<file path="config.mk">
export PLATFORM = sky130hd
export DESIGN_NAME = fetch_control
export DESIGN_NICKNAME = d
export VERILOG_FILES = /design/src/rtl/fetch_control.sv
export SDC_FILE = /design/constraint.sdc
export NUM_CORES = 1
export LEC_CHECK = 0
export BUFFER_PORTS_ARGS = -buffer_cell sky130_fd_sc_hd__buf_2
export CORE_ASPECT_RATIO = 1.4
export CORE_MARGIN = 8
export CORE_UTILIZATION = 50
export DETAILED_ROUTE_END_ITERATION = 10
export PLACE_DENSITY_LB_ADDON = 0.25
export SYNTH_ARGS = -nofsm -noshare
export SYNTH_HDL_FRONTEND = slang
export SYNTH_SLANG_ARGS = --single-unit
</file>
<file path="constraint.sdc">
create_clock -name clk -period 3.9 [get_ports clk]
set_clock_uncertainty 0.2 [all_clocks]
set_input_delay 1.17 -clock clk [delete_from_list [all_inputs] [get_ports clk]]
set_output_delay 1.17 -clock clk [all_outputs]
set_load 0.01 [all_outputs]
</file>
<file path="src/rtl/fetch_control.sv">
// Purpose: multi-cycle control FSM for a MIPS subset; latches the fetched word into IR, decodes it and
//          issues the datapath and PC-update controls, with exactly one write_pc pulse per instruction.
// Latency: 2 cycles for J/JAL/JR/illegal, 3 for BEQ/BNE, 4 for SW/R-type/ADDI/XORI, 5 for LW.
// Backpressure: none; the FSM advances every cycle and async reset aborts any instruction in flight.
module fetch_control #(
  parameter int          LINK_REG    = 31,
  parameter logic [15:0] BRANCH_BIAS = 16'd4
) (
  input  logic        clk,
  input  logic        rst_n,
  input  logic [31:0] instr,
  input  logic [31:0] pc,
  input  logic        alu_zero,
  input  logic [31:0] rs_data,
  output logic        write_pc,
  output logic        is_branch,
  output logic        is_jump,
  output logic [15:0] branch_addr,
  output logic [31:0] jump_addr,
  output logic        reg_we,
  output logic [4:0]  reg_waddr,
  output logic [1:0]  wb_sel,
  output logic [2:0]  alu_op,
  output logic        alu_src_imm,
  output logic [31:0] imm_ext,
  output logic        mem_we,
  output logic        illegal,
  output logic [2:0]  state
);

  typedef enum logic [2:0] {
    S_FETCH  = 3'd0,
    S_DECODE = 3'd1,
    S_EXEC   = 3'd2,
    S_MEM    = 3'd3,
    S_WB     = 3'd4
  } state_t;

  state_t      r_state;
  logic [31:0] r_ir;

  // While in FETCH the word being latched is decoded directly, so the DECODE-cycle
  // outputs can already be registered at the same edge that loads IR.
  logic [31:0] w_ir;
  logic [5:0]  w_op;
  logic [5:0]  w_fn;
  logic        w_rtype, w_add, w_sub, w_slt, w_jr;
  logic        w_j, w_jal, w_beq, w_bne, w_lw, w_sw, w_addi, w_xori;
  logic        w_jump_cls, w_legal, w_taken, w_src_imm;
  logic [2:0]  w_alu_op;
  logic [31:0] w_imm_ext;
  logic [15:0] w_branch_addr;
  logic [4:0]  w_wb_addr;

  assign w_ir    = (r_state == S_FETCH) ? instr : r_ir;
  assign w_op    = w_ir[31:26];
  assign w_fn    = w_ir[5:0];
  assign w_rtype = (w_op == 6'h00);
  assign w_add   = w_rtype && (w_fn == 6'h20);
  assign w_sub   = w_rtype && (w_fn == 6'h22);
  assign w_slt   = w_rtype && (w_fn == 6'h2A);
  assign w_jr    = w_rtype && (w_fn == 6'h08);
  assign w_j     = (w_op == 6'h02);
  assign w_jal   = (w_op == 6'h03);
  assign w_beq   = (w_op == 6'h04);
  assign w_bne   = (w_op == 6'h05);
  assign w_addi  = (w_op == 6'h08);
  assign w_xori  = (w_op == 6'h0E);
  assign w_lw    = (w_op == 6'h23);
  assign w_sw    = (w_op == 6'h2B);

  assign w_jump_cls = w_j || w_jal || w_jr;
  assign w_legal    = w_add || w_sub || w_slt || w_jr || w_j || w_jal || w_beq || w_bne ||
                      w_addi || w_xori || w_lw || w_sw;
  assign w_taken    = w_beq ? alu_zero : !alu_zero;
  assign w_src_imm  = w_addi || w_xori || w_lw || w_sw;
  assign w_alu_op   = (w_sub || w_beq || w_bne) ? 3'd1 :
                      w_xori                    ? 3'd2 :
                      w_slt                     ? 3'd3 : 3'd0;
  assign w_imm_ext  = w_xori ? {16'h0000, w_ir[15:0]} : {{16{w_ir[15]}}, w_ir[15:0]};
  assign w_branch_addr = {w_ir[13:0], 2'b00} + BRANCH_BIAS;
  assign w_wb_addr  = w_rtype ? w_ir[15:11] : w_ir[20:16];

  assign state = r_state;

  // FSM: each edge moves to the next state and registers the outputs belonging to that
  // state; pulse outputs default low so none is ever held for a second cycle.
  always_ff @(posedge clk or negedge rst_n) begin
    if (!rst_n) begin
      r_state     <= S_FETCH;
      r_ir        <= 32'h0;
      write_pc    <= 1'b0;
      is_branch   <= 1'b0;
      is_jump     <= 1'b0;
      branch_addr <= 16'h0;
      jump_addr   <= 32'h0;
      reg_we      <= 1'b0;
      reg_waddr   <= 5'd0;
      wb_sel      <= 2'd0;
      alu_op      <= 3'd0;
      alu_src_imm <= 1'b0;
      imm_ext     <= 32'h0;
      mem_we      <= 1'b0;
      illegal     <= 1'b0;
    end else begin
      write_pc  <= 1'b0;
      is_branch <= 1'b0;
      is_jump   <= 1'b0;
      reg_we    <= 1'b0;
      mem_we    <= 1'b0;
      illegal   <= 1'b0;
      case (r_state)
        S_FETCH: begin
          r_ir        <= instr;
          r_state     <= S_DECODE;
          // ALU controls are presented from DECODE onward so that a branch compare is
          // already settled when the taken decision is registered into EXEC.
          alu_op      <= w_alu_op;
          alu_src_imm <= w_src_imm;
          imm_ext     <= w_imm_ext;
          branch_addr <= w_branch_addr;
          if (w_j || w_jal) begin
            jump_addr <= (pc & 32'hF000_0000) | {4'h0, w_ir[25:0], 2'b00};
            is_jump   <= 1'b1;
            write_pc  <= 1'b1;
            if (w_jal) begin
              reg_we    <= 1'b1;
              reg_waddr <= 5'(LINK_REG);
              wb_sel    <= 2'd2;
            end
          end else if (w_jr) begin
            jump_addr <= rs_data;
            is_jump   <= 1'b1;
            write_pc  <= 1'b1;
          end else if (!w_legal) begin
            illegal  <= 1'b1;
            write_pc <= 1'b1;
          end
        end
        S_DECODE: begin
          if (w_jump_cls || !w_legal) begin
            r_state <= S_FETCH;
          end else begin
            r_state <= S_EXEC;
            if (w_beq || w_bne) begin
              write_pc  <= 1'b1;
              is_branch <= w_taken;
            end
          end
        end
        S_EXEC: begin
          if (w_beq || w_bne) begin
            r_state <= S_FETCH;
          end else if (w_lw || w_sw) begin
            r_state <= S_MEM;
            if (w_sw) begin
              mem_we   <= 1'b1;
              write_pc <= 1'b1;
            end
          end else begin
            r_state   <= S_WB;
            reg_we    <= 1'b1;
            write_pc  <= 1'b1;
            reg_waddr <= w_wb_addr;
            wb_sel    <= 2'd0;
          end
        end
        S_MEM: begin
          if (w_lw) begin
            r_state   <= S_WB;
            reg_we    <= 1'b1;
            write_pc  <= 1'b1;
            reg_waddr <= w_wb_addr;
            wb_sel    <= 2'd1;
          end else begin
            r_state <= S_FETCH;
          end
        end
        S_WB:    r_state <= S_FETCH;
        default: r_state <= S_FETCH;
      endcase
    end
  end

endmodule
</file>
==> results of run 1 <==
## worst reg2reg max path, cell delays in order (launching register included)
cell and delay, ns:
dfrtp_1 0.58, nor3_4 0.54, buf_4 0.36, nor3_1 0.11
or3b_1 0.40, o31ai_4 0.48, mux2i_1 0.26
## cell usage after synthesis, types with 2 or more instances
| library cell | count |
|---|---|
| or4_1 | 2 |
| nor4bb_1 | 3 |
| and4b_1 | 3 |
| buf_2 | 3 |
| or2_1 | 2 |
| nand2_1 | 168 |
| clkbuf_1 | 15 |
| or4b_4 | 2 |
| nor4_1 | 5 |
| o31ai_1 | 7 |
| dfrtp_1 | 114 |
| o21ai_0 | 25 |
| xor2_1 | 12 |
| buf_6 | 6 |
| xnor2_1 | 3 |
| nand4_1 | 8 |
| or4b_1 | 2 |
| and3_1 | 3 |
| mux2i_1 | 42 |
| nand4b_1 | 5 |
| mux2_2 | 5 |
| nor3_1 | 5 |
| nor2b_1 | 2 |
| nand3_1 | 7 |
| o21ai_1 | 23 |
| nor3b_1 | 3 |
| buf_4 | 24 |
| or4_4 | 2 |
| nor2_1 | 14 |
| inv_1 | 8 |
| a21oi_1 | 3 |
| nand3b_1 | 3 |
## placed cells by master, fill, tap and decap left out, types with 4 or more instances in the layout
cell type and count:
buf_2 166, buf_4 4, clkbuf_16 17, clkbuf_8 5, dfrtp_1 114, inv_1 8
mux2_2 5, mux2i_1 42, nand2_1 168, nand3_1 7, nand4_1 8, nand4b_1 5
nor2_1 14, nor3_1 5, nor4_1 5, o21ai_0 25, o21ai_1 23, o31ai_1 7
xor2_1 12
## cells by family (layout without fill, tap and decap cells)
kind of cell             count (synthesis)  after routing
buffers and inverters                   56            210
flip-flops                             114            114
AO/OA/AOI/OAI                           71             71
AND/OR/NAND/NOR                        245            245
adder cells (fa/ha/maj)                  1              1
XOR/XNOR                                15             15
multiplexers                            47             47
other                                    1              3
## worst paths after layout
path	start	end	slack, ns
setup / recovery	state[0]$_DFF_PN0_	reg_waddr[0]$_DFFE_PN0P_	0.90
hold / removal	alu_op[0]$_DFFE_PN0P_	alu_op[0]$_DFFE_PN0P_	0.26
setup reg to reg	state[0]$_DFF_PN0_	reg_waddr[0]$_DFFE_PN0P_	0.90
hold reg to reg	alu_op[0]$_DFFE_PN0P_	alu_op[0]$_DFFE_PN0P_	0.26
max in group asynchronous	rst_n	is_branch$_DFF_PN0_	2.17
min in group asynchronous	rst_n	jump_addr[20]$_DFFE_PN0P_	0.54
## stage by stage
step           std cells  utilization  worst slack (ns)  hold slack, ns  area [um2]
2_1_floorplan        552            -             0.995           0.240        5480
3_3_place_gp         818        0.583             0.660           0.249        6270
3_5_place_dp         818        0.583             0.619           0.259        6270
4_1_cts              847        0.634             0.870           0.271        6820
5_1_grt              847        0.634             0.725           0.294        6820
6_report             847        0.634             0.903           0.260        6820
## layout make-up
type | count | area [um2] | share of cell area
tap | 141 | 176 | 0.0259
sequential | 114 | 2850 | 0.418
timing repair buffer | 173 | 921 | 0.135
inverter | 8 | 30.0 | 0.00440
clock inverter | 5 | 52.6 | 0.00770
clock buffer | 24 | 502 | 0.0735
multi-input combinational | 382 | 2290 | 0.335
## registers in the layout, summed over array words and instances (netlist names)
register,flops
is_branch,1
r_ir,32
illegal,1
alu_op,2
reg_waddr,5
write_pc,1
reg_we,1
imm_ext,17
state,3
alu_src_imm,1
jump_addr,32
is_jump,1
wb_sel,2
mem_we,1
branch_addr,14
## where the power goes
part / internal (W) / switching (W) / total, W
combinational: 0.000880 / 0.00146 / 0.00234
clock: 0.000945 / 0.000497 / 0.00144
sequential: 0.00172 / 0.000357 / 0.00208
total: 0.00354 / 0.00232 / 0.00586
## metal layers
layer,vias up,global-route usage
met3,38,0.0786
met5,-,0
li1,2147,-
met2,186,0.335
met4,0,0.103
met1,2149,0.219
==> metrics.md, run 1 <==
| Metric | Value |
|---|---|
| Outcome | `finished, final reports clean` |
| Pin count of the biggest net entering global routing | `73` |
| First-pass GRT wire length | `23800 um` |
| Critical path's slowest cell | `dfrtp_1` |
| Setup TNS | `0 ns` |
| Synthesized flop and latch total | `114` |
| Adder and majority gate portion of the synthesized area | `0.00229` |
| Xor/xnor share of the synthesized area | `0.0240` |
| Mapped Area | `5470 um2` |
| Synth unique cells | `53` |
| Crit path depth | `6` |
| FFs w/ async S/R, synth | `1.00` |
| Met3 WL post-DR | `1150 um` |
| Min cycle time layout | `3.00 ns` |
| Arr. time, crit path | `3.12 ns` |
| Post-DP HPWL | `10800 um` |
| Max_cap viols | `0` |
| Largest family of logic cells by synthesized area | `simple AND/OR/NAND/NOR gates` |
| # fillers | `908` |
| Die area | `14600 um2` |
| Diode count | `0` |
| Critical Path RT | `4.02 ns` |
| Routed wire per std cell | `17.2 um` |
| Via-per-instance ratio | `5.34` |
| Die height | `140 um` |
| Grt ovf | `0` |
| Residual DRC | `0` |
| Crit Path Class | `register to register` |
| P&R area growth vs syn | `24.6%` |
| Clock-pin transition on the worst setup and hold timing paths | `0.05 ns` |
| Row count | `45` |
| Compound-Gate Fraction of Synth Area | `0.0869` |
| CP Buf/Inv Count | `1` |
| Kind of cell adding the most delay to the critical path | `simple AND/OR/NAND/NOR gates` |
| Fmax | `0.334 GHz` |
| Count of boundary I/O pins | `199` |
| Vias in the first global route | `4768` |
| WL final | `14500 um` |
| GRT Util Overall | `0.202` |
| Worst-path maximum fanout | `19` |
| HP Class | `register to register` |
| Top-area cell type share of the netlist area | `0.521` |
| Hold Buf Count CTS | `0` |
| Hold Crit Depth | `2` |
| Pins Over Slew Limit | `0` |
| Initial antenna violation count | `0` |
| GPL Wtd Cong | `0.846` |
| Initial core utilization | `0.509` |
| Sequential cell area fraction in the yosys report | `0.521` |
| H-tree depth | `4` |
| Top post-synthesis cells by area | `dfrtp_1 (52%), nand2_1 (12%), mux2i_1 (7.7%)` |
| Leak | `3.40 nW` |
| Worst skew pair latency | `0.40 ns` |
| Max Buffers Root-to-Sink | `2` |
| Core box area | `10800 um2` |
| Final antenna-violating net count | `0` |
| Slew margin rel. | `0.582` |
| Worst path cell trace | `nor3_4, buf_4, nor3_1, or3b_1, o31ai_4, mux2i_1` |
| Post-Synth Simple-Gate Area | `0.214` |
| Cell count after synthesis | `550` |
| Die W | `104 um` |
| Final-report setup violation count | `0` |
| Post-synth top flop | `dfrtp_1` |
| CTS Root Cell | `clkbuf_16` |
| Post-synth EDFFs | `0` |
| Top Metal Used | `met4` |
| DR WL met2 | `7130 um` |
| TritonCTS clock tree | `built` |
| First-pass iteration count of the detailed router | `4` |
| RSZ-0062 raised after global routing | `no` |
| Via Count | `4520` |
| Max IR drop VDD | `0.465 mV` |
| Number of clock sinks | `114` |
| Post-CTS sizing | `0` |
| Total CTS buffers | `17` |
| Met1 Routed Length | `5760 um` |
| Tot Pwr | `0.00586 W` |
| Synthesis Warnings | `0` |
| Avg Inst Size Synth | `9.95 um2` |
| Hold Vio Cnt, Final | `0` |
| Layout cells sized above 1 | `0.310` |
| Drt initial violations | `162` |
| Nets | `796` |
| IO Port Bufs | `167` |
| Power Dens Cells | `859 nW/um2` |
| Multiplexer share of the synthesized area | `0.0871` |
| Startpoint Class | `register` |
| Fin crit share | `0.769` |
| Top cell type by total area after synthesis | `dfrtp_1` |
| Postcts setup bufs | `0` |
| CP endpoint kind | `register` |
| Worst-Margin Slew | `0.609 ns` |
| Worst path max stage delay | `0.58 ns` |
| Worst reg2reg path depth | `6` |
Note: power is estimated with default switching activity, not from simulation.
==> inputs of run 2 (changes only) <==
--- a/config.mk
+++ b/config.mk
@@ -8,7 +8,7 @@
 export BUFFER_PORTS_ARGS = -buffer_cell sky130_fd_sc_hd__buf_2
 export CORE_ASPECT_RATIO = 1.4
 export CORE_MARGIN = 8
-export CORE_UTILIZATION = 50
+export CORE_UTILIZATION = 45
 export DETAILED_ROUTE_END_ITERATION = 10
 export PLACE_DENSITY_LB_ADDON = 0.25
 export SYNTH_ARGS = -nofsm -noshare
==> constraint.sdc (replaced) <==
create_clock -name clk -period 2.7 [get_ports clk]
set_clock_uncertainty 0.2 [all_clocks]
set_input_delay 0.81 -clock clk [delete_from_list [all_inputs] [get_ports clk]]
set_output_delay 0.81 -clock clk [all_outputs]
set_load 0.01 [all_outputs]
==> metrics.md, run 2 (same netlist as run 1, synthesis figures left out) <==
| Metric | Value |
|---|---|
| CTS Root Cell | `clkbuf_16` |
| Post-DP HPWL | `11600 um` |
| GRT Util Overall | `0.195` |
| Startpoint Class | `register` |
| Core box area | `11900 um2` |
| Final antenna-violating net count | `0` |
| TritonCTS clock tree | `built` |
| Layout cells sized above 1 | `0.368` |
| Power Dens Cells | `1250 nW/um2` |
| Hold Buf Count CTS | `0` |
| Most frequent cells in the layout | `buf_2 (166), nand2_1 (161), dfrtp_1 (112), mux2i_1 (42), buf_4 (35)` |
| Clock-pin transition on the worst setup and hold timing paths | `0.05 ns` |
| Commonest non-fill, non-tap cell in the layout | `buf_2` |
| Row count | `47` |
| Number of clock sinks | `114` |
| Worst skew pair latency | `0.41 ns` |
| Count of boundary I/O pins | `199` |
| CP endpoint kind | `register` |
| Die area | `16000 um2` |
| Largest regs | `jump_addr x32, r_ir x32, imm_ext x17` |
| Vias in the first global route | `4768` |
| HP Class | `input pin to asynchronous set/reset pin` |
| WL final | `16100 um` |
| Initial antenna violation count | `1` |
| Min cycle time layout | `2.68 ns` |
| Final-report setup violation count | `0` |
| First-pass GRT wire length | `24200 um` |
| Hold_ws | `0.200 ns` |
| Worst-Margin Slew | `0.520 ns` |
| Setup TNS | `0 ns` |
| Worst R2R Setup Slack | `0.02 ns` |
| Leak | `3.68 nW` |
| First-pass iteration count of the detailed router | `5` |
| Crit Path Class | `register to register` |
| Fmax | `0.373 GHz` |
| Max IR drop VDD | `0.574 mV` |
| Nets | `837` |
| Max_cap viols | `0` |
| Reg power frac | `0.322` |
| RSZ-0062 raised after global routing | `yes` |
| Slew margin rel. | `0.649` |
| Via-per-instance ratio | `5.23` |
| Residual DRC | `0` |
| Die W | `109 um` |
| GPL Wtd Cong | `0.886` |
| Net switching fraction of the power | `0.383` |
| P_sw | `0.00353 W` |
| Initial core utilization | `0.461` |
| P&R area growth vs syn | `34.8%` |
| Die height | `147 um` |
| Routed wire per std cell | `17.9 um` |
| Drt initial violations | `211` |
| Pins Over Slew Limit | `0` |
| IO Port Bufs | `167` |
| Grt ovf | `0` |
| Comb pwr share | `0.417` |
| Internal power | `0.00567 W` |
| Clock share of power | `0.260` |
| Pin count of the biggest net entering global routing | `66` |
| Critical Path RT | `2.78 ns` |
| Total CTS buffers | `17` |
| Hold Vio Cnt, Final | `0` |
| R2r startpoint | `state[2]$_DFF_PN0_` |
| R2R Path End | `branch_addr[14]$_DFFE_PN0P_` |
| Final core occ | `0.621` |
| Via Count | `4699` |
| H-tree depth | `4` |
| Worst-path maximum fanout | `7` |
| Fin crit share | `0.993` |
| Worst reg2reg path depth | `7` |
| Outcome | `finished, final reports clean` |
| Max Buffers Root-to-Sink | `2` |
| Arr. time, crit path | `2.76 ns` |
run 2: changes by cell type in the layout (fill, tap and decap cells not counted), moves of 3 or more:
| cell | delta |
|---|---|
| buf_12 | +4 |
| nand2_1 | -7 |
| o21ai_0 | -9 |
| bufinv_16 | +4 |
| o21ai_1 | +7 |
| nand2_2 | +7 |
| buf_6 | +3 |
| clkbuf_8 | -4 |
| buf_4 | +31 |
run 2: power by group through the flow:
stage	Clock, W	Sequential (W)	Combinational (W)
3_5_place_dp	0	0.00298	0.00366
6_report	0.00240	0.00296	0.00384
3_3_place_gp	0	0.00294	0.00356
5_1_grt	0.00251	0.00306	0.00420
4_1_cts	0.00243	0.00296	0.00368
2_1_floorplan	0	0.00316	0.00215
run 2: area by class of cell:
cell class | instances | area (um2)
clock inverter | 10 | 181
tap | 147 | 184
clock buffer | 22 | 454
timing repair buffer | 213 | 1320
fill | 998 | 4500
inverter | 8 | 30.0
sequential | 114 | 2860
antenna | 2 | 5.00
multi-input combinational | 383 | 2350
run 2: worst max path at each step:
stage	start	to	slack, ns	depth (start not counted)
floorplan	state[2]$_DFF_PN0_	jump_addr[21]$_DFFE_PN0P_	-0.008	14
global placement	instr[26]	reg_waddr[2]$_DFFE_PN0P_	-0.04	7
detailed placement	instr[26]	jump_addr[29]$_DFFE_PN0P_	-0.06	6
CTS	state[2]$_DFF_PN0_	jump_addr[29]$_DFFE_PN0P_	0.11	10
global route	state[0]$_DFF_PN0_	jump_addr[24]$_DFFE_PN0P_	-0.06	12
finish	state[2]$_DFF_PN0_	branch_addr[14]$_DFFE_PN0P_	0.02	7
run 2: stage by stage:
stage | worst slack [ns] | area [um2] | power, W | instances
after CTS | 0.106 | 7170 | 0.00907 | 885
after global placement | -0.0393 | 6540 | 0.00650 | 853
after detailed placement | -0.0583 | 6540 | 0.00663 | 853
after floorplan | -0.00784 | 5500 | 0.00531 | 552
after global routing | -0.0595 | 7380 | 0.00978 | 899
final | 0.0183 | 7380 | 0.00920 | 899
run 2: per-layer routing:
layer | GRT usage | share of wire | vias up
met5 | 0 | 0 | -
met4 | 0.0814 | 0.026 | 0
met3 | 0.0683 | 0.077 | 35
met2 | 0.330 | 0.52 | 185
met1 | 0.213 | 0.38 | 2235
li1 | - | - | 2244
run 2: timing repair:
item | CTS | global route
endpoints found under the hold margin | 0 | 0
setup buffers | 0 | 7
setup endpoints to repair | 0 | 6
gates resized for setup | 0 | 24
run 2: critical path, cell delays in order, from the launching register on:
cell and delay (ns):
dfrtp_2 0.45, buf_4 0.16, buf_4 0.15, or4b_4 0.54, a222oi_1 0.46, nand3_1 0.17
xnor2_1 0.17, mux2_2 0.26
